<file path="config.mk">
export PLATFORM = sky130hd
export DESIGN_NAME = sha256_msg_schedule
export DESIGN_NICKNAME = d
export VERILOG_FILES = /design/src/rtl/sha256_msg_schedule.sv
export SDC_FILE = /design/constraint.sdc
export NUM_CORES = 2
export LEC_CHECK = 0
export ABC_AREA = 1
export BUFFER_PORTS_ARGS = -buffer_cell sky130_fd_sc_hd__clkbuf_2
export CAP_MARGIN = 0
export CORE_UTILIZATION = 30
export CTS_BUF_LIST = sky130_fd_sc_hd__clkbuf_4 sky130_fd_sc_hd__clkbuf_8
export DETAILED_ROUTE_END_ITERATION = 8
export SLEW_MARGIN = 25
export SYNTH_ARGS = -nofsm -noshare
export SYNTH_HDL_FRONTEND = slang
export SYNTH_SLANG_ARGS = --single-unit
</file>
<file path="constraint.sdc">
create_clock -name clk -period 15.3 [get_ports clk]
set_input_delay 0.765 -clock clk [delete_from_list [all_inputs] [get_ports clk]]
set_output_delay 0.765 -clock clk [all_outputs]
set_load 0.03 [all_outputs]
</file>
<file path="src/rtl/sha256_msg_schedule.sv">
// SHA-256 message schedule: expands one 512-bit block into W0..W63 using a
// 16-word sliding window that advances one word per round strobe.
module sha256_msg_schedule (
    input  logic         clk,
    input  logic         rst,
    input  logic         block_valid,
    input  logic [511:0] block_in,
    output logic         block_ready,
    input  logic         round_en,
    output logic         w_valid,
    output logic [31:0]  W_t,
    output logic [5:0]   round_idx,
    output logic         sched_last
);

    typedef enum logic {
        ST_IDLE = 1'b0,
        ST_RUN  = 1'b1
    } state_t;

    state_t      r_state;
    state_t      w_state_next;
    logic [5:0]  r_cnt;
    logic [31:0] r_win [16];

    logic        w_load;
    logic        w_advance;
    logic [31:0] w_new;

    function automatic logic [31:0] f_sig0(input logic [31:0] x);
        return {x[6:0], x[31:7]} ^ {x[17:0], x[31:18]} ^ {3'b000, x[31:3]};
    endfunction

    function automatic logic [31:0] f_sig1(input logic [31:0] x);
        return {x[16:0], x[31:17]} ^ {x[18:0], x[31:19]} ^ {10'd0, x[31:10]};
    endfunction

    assign w_load    = (r_state == ST_IDLE) && block_valid;
    assign w_advance = (r_state == ST_RUN) && round_en;
    assign w_new     = f_sig1(r_win[14]) + r_win[9] + f_sig0(r_win[1]) + r_win[0];

    always_comb begin
        w_state_next = r_state;
        case (r_state)
            ST_IDLE: if (block_valid) w_state_next = ST_RUN;
            ST_RUN:  if (round_en && (r_cnt == 6'd63)) w_state_next = ST_IDLE;
            default: w_state_next = ST_IDLE;
        endcase
    end

    always_ff @(posedge clk or posedge rst) begin
        if (rst) begin
            r_state <= ST_IDLE;
            r_cnt   <= 6'd0;
        end else begin
            r_state <= w_state_next;
            if (w_load)
                r_cnt <= 6'd0;
            else if (w_advance)
                r_cnt <= r_cnt + 6'd1;  // wraps to 0 as the last round is taken
        end
    end

    genvar gi;
    generate
        for (gi = 0; gi < 16; gi++) begin : g_win
            logic [31:0] w_shift_in;
            if (gi == 15) begin : g_tail
                assign w_shift_in = w_new;
            end else begin : g_body
                assign w_shift_in = r_win[gi+1];
            end

            always_ff @(posedge clk or posedge rst) begin
                if (rst)
                    r_win[gi] <= 32'd0;
                else if (w_load)
                    r_win[gi] <= block_in[511-32*gi -: 32];
                else if (w_advance)
                    r_win[gi] <= w_shift_in;
            end
        end
    endgenerate

    assign block_ready = (r_state == ST_IDLE);
    assign w_valid     = (r_state == ST_RUN);
    assign W_t         = w_valid ? r_win[0] : 32'd0;
    assign round_idx   = r_cnt;
    assign sched_last  = w_valid && (r_cnt == 6'd63);

endmodule

</file>
=== Word level (Yosys, flattened, before mapping) ===
Cells that the tools add are included.

* Add/sub/neg operators: 4
* Eq/ne operators: 1
* Muxes and demuxes: 38
* Bitwise gates (word level): 5
* Reduce and logical (&&, ||, !) cells: 5

{| class="wikitable"
|+ Operator list
! kind !! number
|-
| 2-to-1 mux 32 bit || 33
|-
| adder 32 bit || 3
|-
| bitwise XOR 32 bit || 2
|-
| bitwise XOR 32 x 22 -> 32 bit || 1
|-
| bitwise XOR 32 x 29 -> 32 bit || 1
|-
| 2-to-1 mux 6 bit || 2
|-
| adder 6 x 1 -> 6 bit, second input constant || 1
|-
| == test 6 bit, second input constant || 1
|-
| logical AND 1 bit || 4
|-
| 2-to-1 mux 1 bit || 2
|-
| one-hot mux 1 bit (2 select lines) || 1
|-
| nonzero test 2 bit || 1
|-
| NOT 1 bit || 1
|}

* Bits in registers: 519
* Output and inout bits: 41

=== Depth between registers and ports, before layout ===
* Depth in word-level cells: 7
* Depth in mapped cells: 20
* Depth with buffers taken out: 20

=== Worst setup path after synthesis ===
No wires, ideal clock.

* Kind: reg-to-reg
* From: register r_win, in the netlist g_win[13].w_shift_in[18]
* To: register r_win, in the netlist g_win[14].w_shift_in[21]
* Library setup time: 0.130 ns
* Data arrival time: 3.246 ns
* Path slack: 11.924 ns
* Cell stages (with the launch flop): 20
* Buffers on the path: 1
* Clock period less this slack: 3.376 ns
* Cell sequence: dfrtp_1 > clkbuf_1 > xnor2_1 > xor2_1 > fa_1 > fa_1 > inv_1 > ha_1 > inv_1 > fa_1 > inv_1 > nand3_1 > nand3_1 > nand2_1 > nand3_1 > nand2_1 > nand3_1 > nand3_1 > nand2_1 > o21ai_0

* Longest elaborated chain between the ends: 7

{| class="wikitable"
|+ RTL lines
! item !! RTL line !! RTL
|-
| start: declaration || 24 || <nowiki>logic [31:0] r_win [16];</nowiki>
|-
| start signal: indexed assignment || 78 || <nowiki>r_win[gi] <= block_in[511-32*gi -: 32];</nowiki>
|-
| start signal: indexed assignment || 80 || <nowiki>r_win[gi] <= w_shift_in;</nowiki>
|-
| bitwise XOR 32 bit || 35 || <nowiki>return {x[16:0], x[31:17]} ^ {x[18:0], x[31:19]} ^ {10'd0, x[31:10]};</nowiki>
|-
| bitwise XOR 32 x 22 -> 32 bit (*) || 35 ||
|-
| adder 32 bit (*) (3 in a row) || 40 || <nowiki>assign w_new = f_sig1(r_win[14]) + r_win[9] + f_sig0(r_win[1]) + r_win[0];</nowiki>
|-
| 2-to-1 mux 32 bit (*) || 79 || <nowiki>else if (w_advance)</nowiki>
|-
| 2-to-1 mux 32 bit (*) || 77 || <nowiki>else if (w_load)</nowiki>
|}

Every way passes the cells marked *; elsewhere a longest branch is shown, timed or not. The select of a mux whose other input is x is not followed.
A chain may end at the register's enable or synchronous reset.

=== Final worst setup path ===
* From: register r_state, in the netlist w_valid
* To: register r_win, in the netlist g_win[9].w_shift_in[26]

* Longest elaborated chain between the ends: 3
* Elaborated cells on any way between the ends: 5

{| class="wikitable"
|+ RTL lines
! item !! RTL line !! RTL
|-
| start: declaration || 21 || <nowiki>state_t r_state;</nowiki>
|-
| start signal: assignment || 56 || <nowiki>r_state <= w_state_next;</nowiki>
|-
| NOT 1 bit || -- ||
|-
| logical AND 1 bit || 38 || <nowiki>assign w_load = (r_state == ST_IDLE) && block_valid;</nowiki>
|-
| 2-to-1 mux 32 bit / nonzero test 2 bit (equally long branches) || -- ||
|}

Parallel ways exist; a longest one is shown, timed or not.

==> flow_summary.toml <==
[sta]
fin_tns_setup_ps = 0
rsz0062_at_grt = "no"
period_needed_ps = 4790
slew_viol_final = 0
worst_clock_skew_ps = 52.6
fmax_mhz = 209
fin_crit_sh_pct = 31.3
worst_pin_slew_ps = 1060
finalHoldViolations = 0
setup_viol = 0
slew_headroom_pct = 29.5

[placement]
dp_hpwl_mm = 92.9
io_buffer_count = 556
gp_congestion = 0.932

[yosys]
syn-mean-instance-area_um2 = 7.91
synth_commonest_cells = "o21ai_0, inv_1, dfrtp_1"
syn_inst = 3666
async_flop_share_pct = 100
syn_nets = 4276
ys.flop_type = "dfrtp_1"
ys_types = 34
synth_area_leaders = "dfrtp_1, o21ai_0, inv_1"
syn_area_um2 = 29000
synth-seq-cells = 519
yosys_warnings = 0
ys_seq_area_share_pct = 44.8
synth_largest_area_cell = "dfrtp_1"
yosysMostFrequentCell = "o21ai_0"
yosysTopAreaCellShare_pct = 44.8
synth_edf_count = 0

[setup_path]
cp-start-kind = "flip-flop"
crit_type = "reg -> reg"
worstPathArrival_ps = 5330
crit_fanout = 175
required_ps = 15840
slowest_stage = "inv_2"
path_cells = "buf_4 -> nand2_8 -> inv_2 -> nor2_8 -> inv_8 -> buf_6 -> buf_12 -> o21ai_0"
slowest_delay_ps = 730
reg2reg_depth = 8
critPathCaptureType = "flip-flop"

[clocking]
cts_made_buffers = 97
cts_resized = 0
cts-root-buf = "clkbuf_8"
clk_pin_slew_ps = 60
cts_max_level = 3
ctsHoldBuffers = 0
postCtsSetupRepairBufs = 0
cts_sinks = 519
clock_path_buffers = 3
clock_latency_ps = 720
cts_tree = "yes"

[floorplanning]
ios = 557
die_w_um = 313
dieArea_um2 = 97900
row_count = 113
dieHeight_um = 313
start_util_pct = 30.4
core_um2 = 95400

[drt]
vias = 26800
final_antenna_net_count = 0
drcViolationCount = 0
route.detailed.wl_per_inst_um = 22.3
vias_per_cell = 4.91
drtIter0Drc = 2960
wl_mm = 122
dr.pass1.iters = 6

[global_routing]
grt_usage_pct = 24.2
antenna_found_initial = 22
grt_pass1_vias = 26200
grt_pass1_wl_mm = 174
grt-ovfl-total = 0
grt_max_degree = 283

[layout]
drive_above_1_share_pct = 18.8
multi_input_area_um2 = 12400
fin_nets = 4720
area_delta_synth_final_pct = 20.1
ff_latch_area_um2 = 13000
fill_cells = 10100

[status]
status = "completed"

[run]
maxCapViolCount = 0

[min_path]
min_path_type = "in -> async"
-- metal layers --
| layer | GRT usage (%) | wire [um] | vias up |
|---|---|---|---|
| li1 | - | - | 12700 |
| met1 | 32.5 | 52400 | 12900 |
| met5 | 0 | 118 | - |
| met3 | 6.10 | 9720 | 165 |
| met2 | 38.1 | 56200 | 1026 |
| met4 | 7.66 | 3360 | 18 |
-- cell usage in the layout (no fill, tap or decap), types with 3 or more instances in the layout --
master and n:
nor2_1 107, clkbuf_8 125, a21oi_1 48, xor2_1 65, clkbuf_2 556, diode_2 8
nand2_1 316, nor3_1 4, bufinv_16 4, o21ai_1 180, o21ai_2 30, buf_12 3
clkinvlp_4 4, clkinv_2 10, clkbuf_4 26, xnor2_1 66, nand3_1 47, o21bai_1 4
fa_1 62, buf_4 16, inv_1 707, o21ai_0 1196, ha_1 32, o22ai_1 28
dfrtp_1 519, nand4_1 4
-- through the flow --
step	cell area [um2]	std cells	hold slack [ps]	utilization (%)	setup WS [ps]
3_3_place_gp	32600	5274	465	34.2	10260
3_5_place_dp	32600	5275	470	34.2	10180
2_1_floorplan	29000	3666	449	-	36.7
4_1_cts	34800	5446	199	36.4	10180
5_1_grt	34800	5453	232	36.5	10090
6_report	34800	5455	245	36.5	10510
-- final timing paths --
check                                                           from                              endpoint  slack, ps
max in group asynchronous                                        rst   g_win[1].w_shift_in[25]$_DFFE_PP0P_      12190
worst max-delay path                               w_valid$_DFF_PP0_   g_win[9].w_shift_in[26]$_DFFE_PP0P_      10510
worst max register to register                     w_valid$_DFF_PP0_   g_win[9].w_shift_in[26]$_DFFE_PP0P_      10510
worst min register to register  g_win[14].w_shift_in[28]$_DFFE_PP0P_  g_win[14].w_shift_in[28]$_DFFE_PP0P_        480
min in group clk                                       block_in[214]   g_win[8].w_shift_in[22]$_DFFE_PP0P_        280
worst min-delay path                                             rst   g_win[9].w_shift_in[25]$_DFFE_PP0P_        250
-- registers in the layout, summed over array words and instances, names as in the netlist --
signal	flops
g_win.w_shift_in	480
w_valid	1
r_win	32
round_idx	6
-- area by class of cell --
cell class                 instances  area share (%)
multi-input combinational       2202            35.6
antenna                            8          0.0575
inverter                         712            7.75
clock buffer                     151            5.50
sequential                       519            37.3
clock inverter                    20           0.654
timing repair buffer             578            8.65
tap                             1265            4.54
-- critical path: cells and delay by family, from the launching register on --
family | cells | cell delay (ps)
buffers and inverters | 5 | 2970
AO/OA/AOI/OAI | 1 | 190
flip-flops | 1 | 510
AND/OR/NAND/NOR | 2 | 660
-- cells by family (layout without fill, tap and decap cells) --
group | count (synthesis) | count (layout) | share of synthesized area [%]
AOI/OAI and AO/OA | 1492 | 1492 | 26.3
xor gates and xnor gates | 131 | 131 | 3.96
adders and majority gates | 94 | 94 | 5.66
buffers and inverters | 945 | 1461 | 12.6
DFF | 519 | 519 | 44.8
other | 0 | 8 | 0
and+or+nand+nor | 485 | 485 | 6.67
Power is not shown: default switching activity piles up to over one toggle a cycle in this logic, so the estimate is an artifact.
